--- config.mk ---
export PLATFORM = sky130hd
export DESIGN_NAME = neuron_mac
export DESIGN_NICKNAME = d
export VERILOG_FILES = /design/src/rtl/nar_pkg.sv /design/src/rtl/q_round_sat.sv /design/src/rtl/neuron_mac.sv
export SDC_FILE = /design/constraint.sdc
export NUM_CORES = 1
export LEC_CHECK = 0
export CAP_MARGIN = 20
export CORE_MARGIN = 5
export CORE_UTILIZATION = 40
export DETAILED_ROUTE_END_ITERATION = 12
export GPL_TIMING_DRIVEN = 0
export PLACE_DENSITY = 0.59
export REMOVE_ABC_BUFFERS = 1
export SYNTH_ARGS = -nofsm -noshare
export SYNTH_HDL_FRONTEND = slang
export SYNTH_SLANG_ARGS = --single-unit
--- constraint.sdc ---
create_clock -name clk -period 5.4 [get_ports clk]
set_input_delay 0.54 -clock clk [delete_from_list [all_inputs] [get_ports clk]]
set_output_delay 0.54 -clock clk [all_outputs]
set_load 0.005 [all_outputs]
--- src/rtl/nar_pkg.sv ---
// Shared NAR-Net definitions: Q1.6 data format, saturation limits and the
// MAC controller state encoding.
package nar_pkg;

    // Q1.6 signed data: 8 bits total, 6 fractional bits
    localparam int DATA_W    = 8;
    localparam int FRAC_BITS = 6;

    // Q1.6 saturation limits (+127/64 and -2.0)
    localparam logic signed [DATA_W-1:0] Q_MAX = 8'sh7F;
    localparam logic signed [DATA_W-1:0] Q_MIN = 8'sh80;

    // MAC controller states
    typedef enum logic [1:0] {
        IDLE   = 2'd0,
        ACCUM  = 2'd1,
        FINISH = 2'd2
    } mac_state_t;

endpackage

--- src/rtl/q_round_sat.sv ---
// Converts the Q*.12 accumulator of neuron_mac back to 8-bit Q1.6.
// Build option: NEURON_MAC_ROUND_EN selects round-half-up before the shift;
// without it the shift truncates toward minus infinity.
module q_round_sat
    import nar_pkg::*;
#(
    parameter int ACC_W = 24
) (
    input  logic [ACC_W-1:0]  i_acc,
    output logic [DATA_W-1:0] o_q
);

    // One guard bit so adding the half-LSB can never wrap
    logic signed [ACC_W:0] w_acc_ext;
    logic signed [ACC_W:0] w_biased;
    logic signed [ACC_W:0] w_scaled;
    logic signed [ACC_W:0] w_max;
    logic signed [ACC_W:0] w_min;

    // Sign-extended Q1.6 limits for comparison at full accumulator width
    assign w_max = {{(ACC_W+1-DATA_W){Q_MAX[DATA_W-1]}}, Q_MAX};
    assign w_min = {{(ACC_W+1-DATA_W){Q_MIN[DATA_W-1]}}, Q_MIN};

    // Optional rounding offset, then arithmetic shift down to Q1.6 scale
    always_comb begin
        w_acc_ext = {i_acc[ACC_W-1], i_acc};
`ifdef NEURON_MAC_ROUND_EN
        w_biased  = w_acc_ext + $signed({{(ACC_W+1-FRAC_BITS){1'b0}}, 1'b1,
                                         {(FRAC_BITS-1){1'b0}}});
`else
        w_biased  = w_acc_ext;
`endif
        w_scaled  = w_biased >>> FRAC_BITS;
    end

    // Clamp the scaled value into the representable Q1.6 range
    always_comb begin
        o_q = w_scaled[DATA_W-1:0];
        if (w_scaled > w_max) begin
            o_q = Q_MAX;
        end else if (w_scaled < w_min) begin
            o_q = Q_MIN;
        end else begin
            o_q = w_scaled[DATA_W-1:0];
        end
    end

endmodule

--- src/rtl/neuron_mac.sv ---
// Multiply-accumulate stage for one NAR-Net neuron. Streams N_IN signed
// Q1.6 x/w pairs, adds a Q1.6 bias, and registers the rescaled, saturated
// sum as the tanh_lut address. addr only moves when addr_valid pulses, so
// the LUT's falling-edge read always sees a settled value.
// Build option: NEURON_MAC_ROUND_EN (round-half-up in q_round_sat).
module neuron_mac
    import nar_pkg::*;
#(
    parameter int N_IN  = 4,
    parameter int ACC_W = 24
) (
    input  logic       clk,
    input  logic       rst,
    input  logic       start,
    input  logic [7:0] bias,
    input  logic       in_valid,
    output logic       in_ready,
    input  logic [7:0] x_in,
    input  logic [7:0] w_in,
    output logic [7:0] addr,
    output logic       addr_valid,
    output logic       busy
);

    // Counter must be able to hold N_IN itself (up to 16)
    localparam int               CNT_W    = $clog2(N_IN + 1);
    localparam logic [CNT_W-1:0] LAST_CNT = CNT_W'(N_IN - 1);
    localparam logic [CNT_W-1:0] CNT_ONE  = CNT_W'(1);

    mac_state_t         r_state;
    mac_state_t         w_state_nxt;
    logic [ACC_W-1:0]   r_acc;
    logic [CNT_W-1:0]   r_cnt;
    logic [DATA_W-1:0]  r_addr;
    logic               r_addr_valid;
    logic               r_in_ready;
    logic               r_busy;

    logic               w_load;
    logic               w_beat;
    logic               w_last;
    logic               w_finish;
    logic signed [15:0] w_prod;
    logic [ACC_W-1:0]   w_prod_ext;
    logic [ACC_W-1:0]   w_bias_ext;
    logic [DATA_W-1:0]  w_q;

    // Q1.6 x Q1.6 -> Q2.12; -128 x -128 = +16384 still fits in 16 bits signed
    assign w_prod     = $signed(x_in) * $signed(w_in);
    assign w_prod_ext = {{(ACC_W-16){w_prod[15]}}, w_prod};

    // Bias moved to Q*.12 alignment so it adds directly to the products
    assign w_bias_ext = {{(ACC_W-DATA_W-FRAC_BITS){bias[DATA_W-1]}}, bias,
                         {FRAC_BITS{1'b0}}};

    // A beat transfers only while ready is presented (ACCUM state)
    assign w_beat = in_valid && r_in_ready;
    assign w_last = w_beat && (r_cnt == LAST_CNT);

    q_round_sat #(
        .ACC_W (ACC_W)
    ) u_round_sat (
        .i_acc (r_acc),
        .o_q   (w_q)
    );

    // State register
    always_ff @(posedge clk or posedge rst) begin
        if (rst) begin
            r_state <= IDLE;
        end else begin
            r_state <= w_state_nxt;
        end
    end

    // Next-state decode and datapath control strobes
    always_comb begin
        w_state_nxt = r_state;
        w_load      = 1'b0;
        w_finish    = 1'b0;
        case (r_state)
            IDLE: begin
                if (start) begin
                    w_load      = 1'b1;
                    w_state_nxt = ACCUM;
                end else begin
                    w_state_nxt = IDLE;
                end
            end
            ACCUM: begin
                if (w_last) begin
                    w_state_nxt = FINISH;
                end else begin
                    w_state_nxt = ACCUM;
                end
            end
            FINISH: begin
                w_finish    = 1'b1;
                w_state_nxt = IDLE;
            end
            default: begin
                w_state_nxt = IDLE;
            end
        endcase
    end

    // Accumulator and beat counter: load on start, add on each beat
    always_ff @(posedge clk or posedge rst) begin
        if (rst) begin
            r_acc <= '0;
            r_cnt <= '0;
        end else if (w_load) begin
            r_acc <= w_bias_ext;
            r_cnt <= '0;
        end else if (w_beat) begin
            r_acc <= r_acc + w_prod_ext;
            r_cnt <= r_cnt + CNT_ONE;
        end else begin
            r_acc <= r_acc;
            r_cnt <= r_cnt;
        end
    end

    // Result register: addr updates only on the FINISH edge, valid pulses once
    always_ff @(posedge clk or posedge rst) begin
        if (rst) begin
            r_addr       <= '0;
            r_addr_valid <= 1'b0;
        end else if (w_finish) begin
            r_addr       <= w_q;
            r_addr_valid <= 1'b1;
        end else begin
            r_addr       <= r_addr;
            r_addr_valid <= 1'b0;
        end
    end

    // Handshake/status flags registered from the next state
    always_ff @(posedge clk or posedge rst) begin
        if (rst) begin
            r_in_ready <= 1'b0;
            r_busy     <= 1'b0;
        end else begin
            r_in_ready <= (w_state_nxt == ACCUM);
            r_busy     <= (w_state_nxt != IDLE);
        end
    end

    assign in_ready   = r_in_ready;
    assign busy       = r_busy;
    assign addr       = r_addr;
    assign addr_valid = r_addr_valid;

endmodule

==> flow_summary.json <==
{
  "die_x_um": 125.6,
  "synth_ff_type": "dfrtp_1",
  "cp_data_required_time_ns": 5.54,
  "drive_above_1_share_pct": 20.92,
  "die_area_mm2": 0.01576,
  "syn_inst": 629,
  "coreArea_mm2": 0.01319,
  "period_share_pct": 106.5,
  "synth_area_leaders": "fa_1 (21%), dfrtp_1 (19%), ha_1 (13%), inv_1 (7.2%), and2_1 (5.9%)",
  "wl_met1_mm": 5.477,
  "port_buffers": 38,
  "initial_utilization_pct": 40.50,
  "yosysTopAreaCell": "fa_1",
  "diodes": 0,
  "hp-start": "addr[7]",
  "ys_ff_latch": 40,
  "cts_inserted_buffers": 5,
  "fin_ws_ns": -0.3486,
  "synth-async-reset-ratio_pct": 100.0,
  "wl_met3_um": 246,
  "reg2reg_slack_ns": 2.56,
  "worst_path_largest_cell_delay_ns": 0.60,
  "hold_class": "flip-flop to flip-flop",
  "met2_length_mm": 6.714,
  "hold_viol": 0,
  "max_freq_mhz": 174.0,
  "finalCriticalPeriod_ns": 5.749,
  "first_global_vias": 4665,
  "gp_congestion": 0.8800,
  "yosys.cell_count.top_type": "inv_1",
  "drt-total-wl_mm": 12.59,
  "clock_sinks": 40,
  "antenna_found_initial": 0,
  "die_h_um": 125.6,
  "clockRootBuffer": "clkbuf_16",
  "path_clk_slew_ns": 0.06,
  "setup.worst_path.start_class": "input pin",
  "area_growth_pct": 28.25,
  "cts_tree": "done",
  "reg2reg_from": "r_acc[0]",
  "grt_pass1_wl_mm": 21.74,
  "grt_max_degree": 41,
  "holdBufCountCts": 0,
  "yosysWarningCount": 0,
  "cts_htree_levels": 2,
  "finClkSkew_ns": 0.004561,
  "synthTopCellsByCount": "inv_1 (102), nand2_1 (62), fa_1 (56), ha_1 (55), and2_1 (50)",
  "yosysSeqAreaShare_pct": 18.74,
  "crit_arrival_ns": 5.88,
  "viasPerCell": 5.171,
  "antenna_left": 0,
  "status": "complete, but fails checks",
  "crit_slowest_cell": "fa_2",
  "min_to": "addr[7]",
  "clkLatencyLatePin_ns": 0.29,
  "crit_top_cell": "fa_1",
  "dr.max_layer_used": "met4",
  "setup.worst_path.end_class": "flip-flop",
  "rsz0062_at_grt": "yes",
  "r2r_cells": 12,
  "fin_tns_setup_ns": -1.587,
  "synth_area_mm2": 0.005341,
  "wl_per_cell_um": 14.49,
  "drt_first_pass_iters": 4,
  "whs_path_depth": 2,
  "drv_slew": 0,
  "synth_edf_count": 0,
  "maxCapViolations": 0,
  "preCtsSetupSlack_ns": -2.557,
  "tightest_slew_ns": 1.074,
  "slew_headroom_pct": 28.42,
  "path_class": "input pin to flip-flop",
  "num_vias": 4494,
  "rr_endpoint": "r_acc[22]",
  "grt_overflow_total": 0,
  "clockBufferDepth": 2,
  "dp_hpwl_mm": 9.254,
  "grt_use_total_pct": 16.29,
  "yosys.area.top_type_share_pct": 20.99,
  "path_max_fanout": 8,
  "nets": 831,
  "synth_cell_types": 45,
  "drc": 0,
  "io-pin-count": 39,
  "avgSynthCellArea_um2": 8.492,
  "rows": 42,
  "setup_viol": 9,
  "violations": "negative setup slack",
  "first_iter_violations": 167
}
state kept, by name, indices dropped and copies added (netlist names):
name        cells
r_cnt           3
busy            1
r_acc          24
addr_valid      1
in_ready        1
r_state         2
addr            8
cells in the final DEF, fill, tap and decap left out, drive strengths merged, types with 25 or more instances in the layout:
master  instances
dfrtp          40
inv           102
nand2          62
ha             55
a21oi          38
xnor2          25
o21ai          28
nor2           42
fa             56
buf            44
and2           50
metrics by stage:
stage          cells  utilization (%)  instance area, um^2  hold WS, ns
2_1_floorplan    617                -                 5296       0.4540
3_3_place_gp     831            44.71                 5897       0.4604
3_5_place_dp     831            44.71                 5897       0.4614
4_1_cts          858            49.60                 6543       0.4769
5_1_grt          869            51.94                 6850       0.5076
6_report         869            51.94                 6850       0.4745
how the worst max path moves through the flow:
stage,start,end,slack [ns],cells after the start
6_report,w_in[3],r_acc[21],-0.35,26
5_1_grt,x_in[4],r_acc[21],-0.60,29
4_1_cts,x_in[4],r_acc[21],-0.48,27
3_5_place_dp,w_in[3],r_acc[23],-2.56,26
3_3_place_gp,w_in[4],r_acc[23],-2.32,26
2_1_floorplan,w_in[3],r_acc[23],-0.91,25
critical path: cells and delay by family:
kind	cells	cell delay, ns
XOR/XNOR	1	0.23
buffers and inverters	6	0.48
AO/OA/AOI/OAI	9	1.50
adder cells (fa/ha/maj)	6	2.63
AND/OR/NAND/NOR	4	0.48
per-layer routing:
layer  vias to the layer above  GRT usage [%]
met5                         -              0
met4                         0          3.125
met3                        14          1.962
met2                        53          29.70
met1                      2238          20.79
li1                       2189              -
final cells by class:
class | instances | area, um^2
inverters | 102 | 385.4
clock buffers | 6 | 128.9
multi-input cells | 475 | 4431
repair buffers | 68 | 649.4
well taps | 176 | 220.2
clock inverters | 2 | 35.03
fillers | 1210 | 6340
flip-flops and latches | 40 | 1001
kinds of logic after synthesis:
kind of cell	synth area share, %
muxes	0.3982
buffers and inverters	8.011
and+or+nand+nor	19.65
AOI/OAI and AO/OA	14.08
DFF	18.74
adders and majority gates	33.87
xor gates and xnor gates	5.247
timing repair:
action                     in CTS  in global routing
pin swaps                      46                 59
resized for setup             173                 52
setup endpoints to repair      14                 14
buffers inserted               19                  9
Power is not shown: default switching activity piles up to over one toggle a cycle in this logic, so the estimate is an artifact.
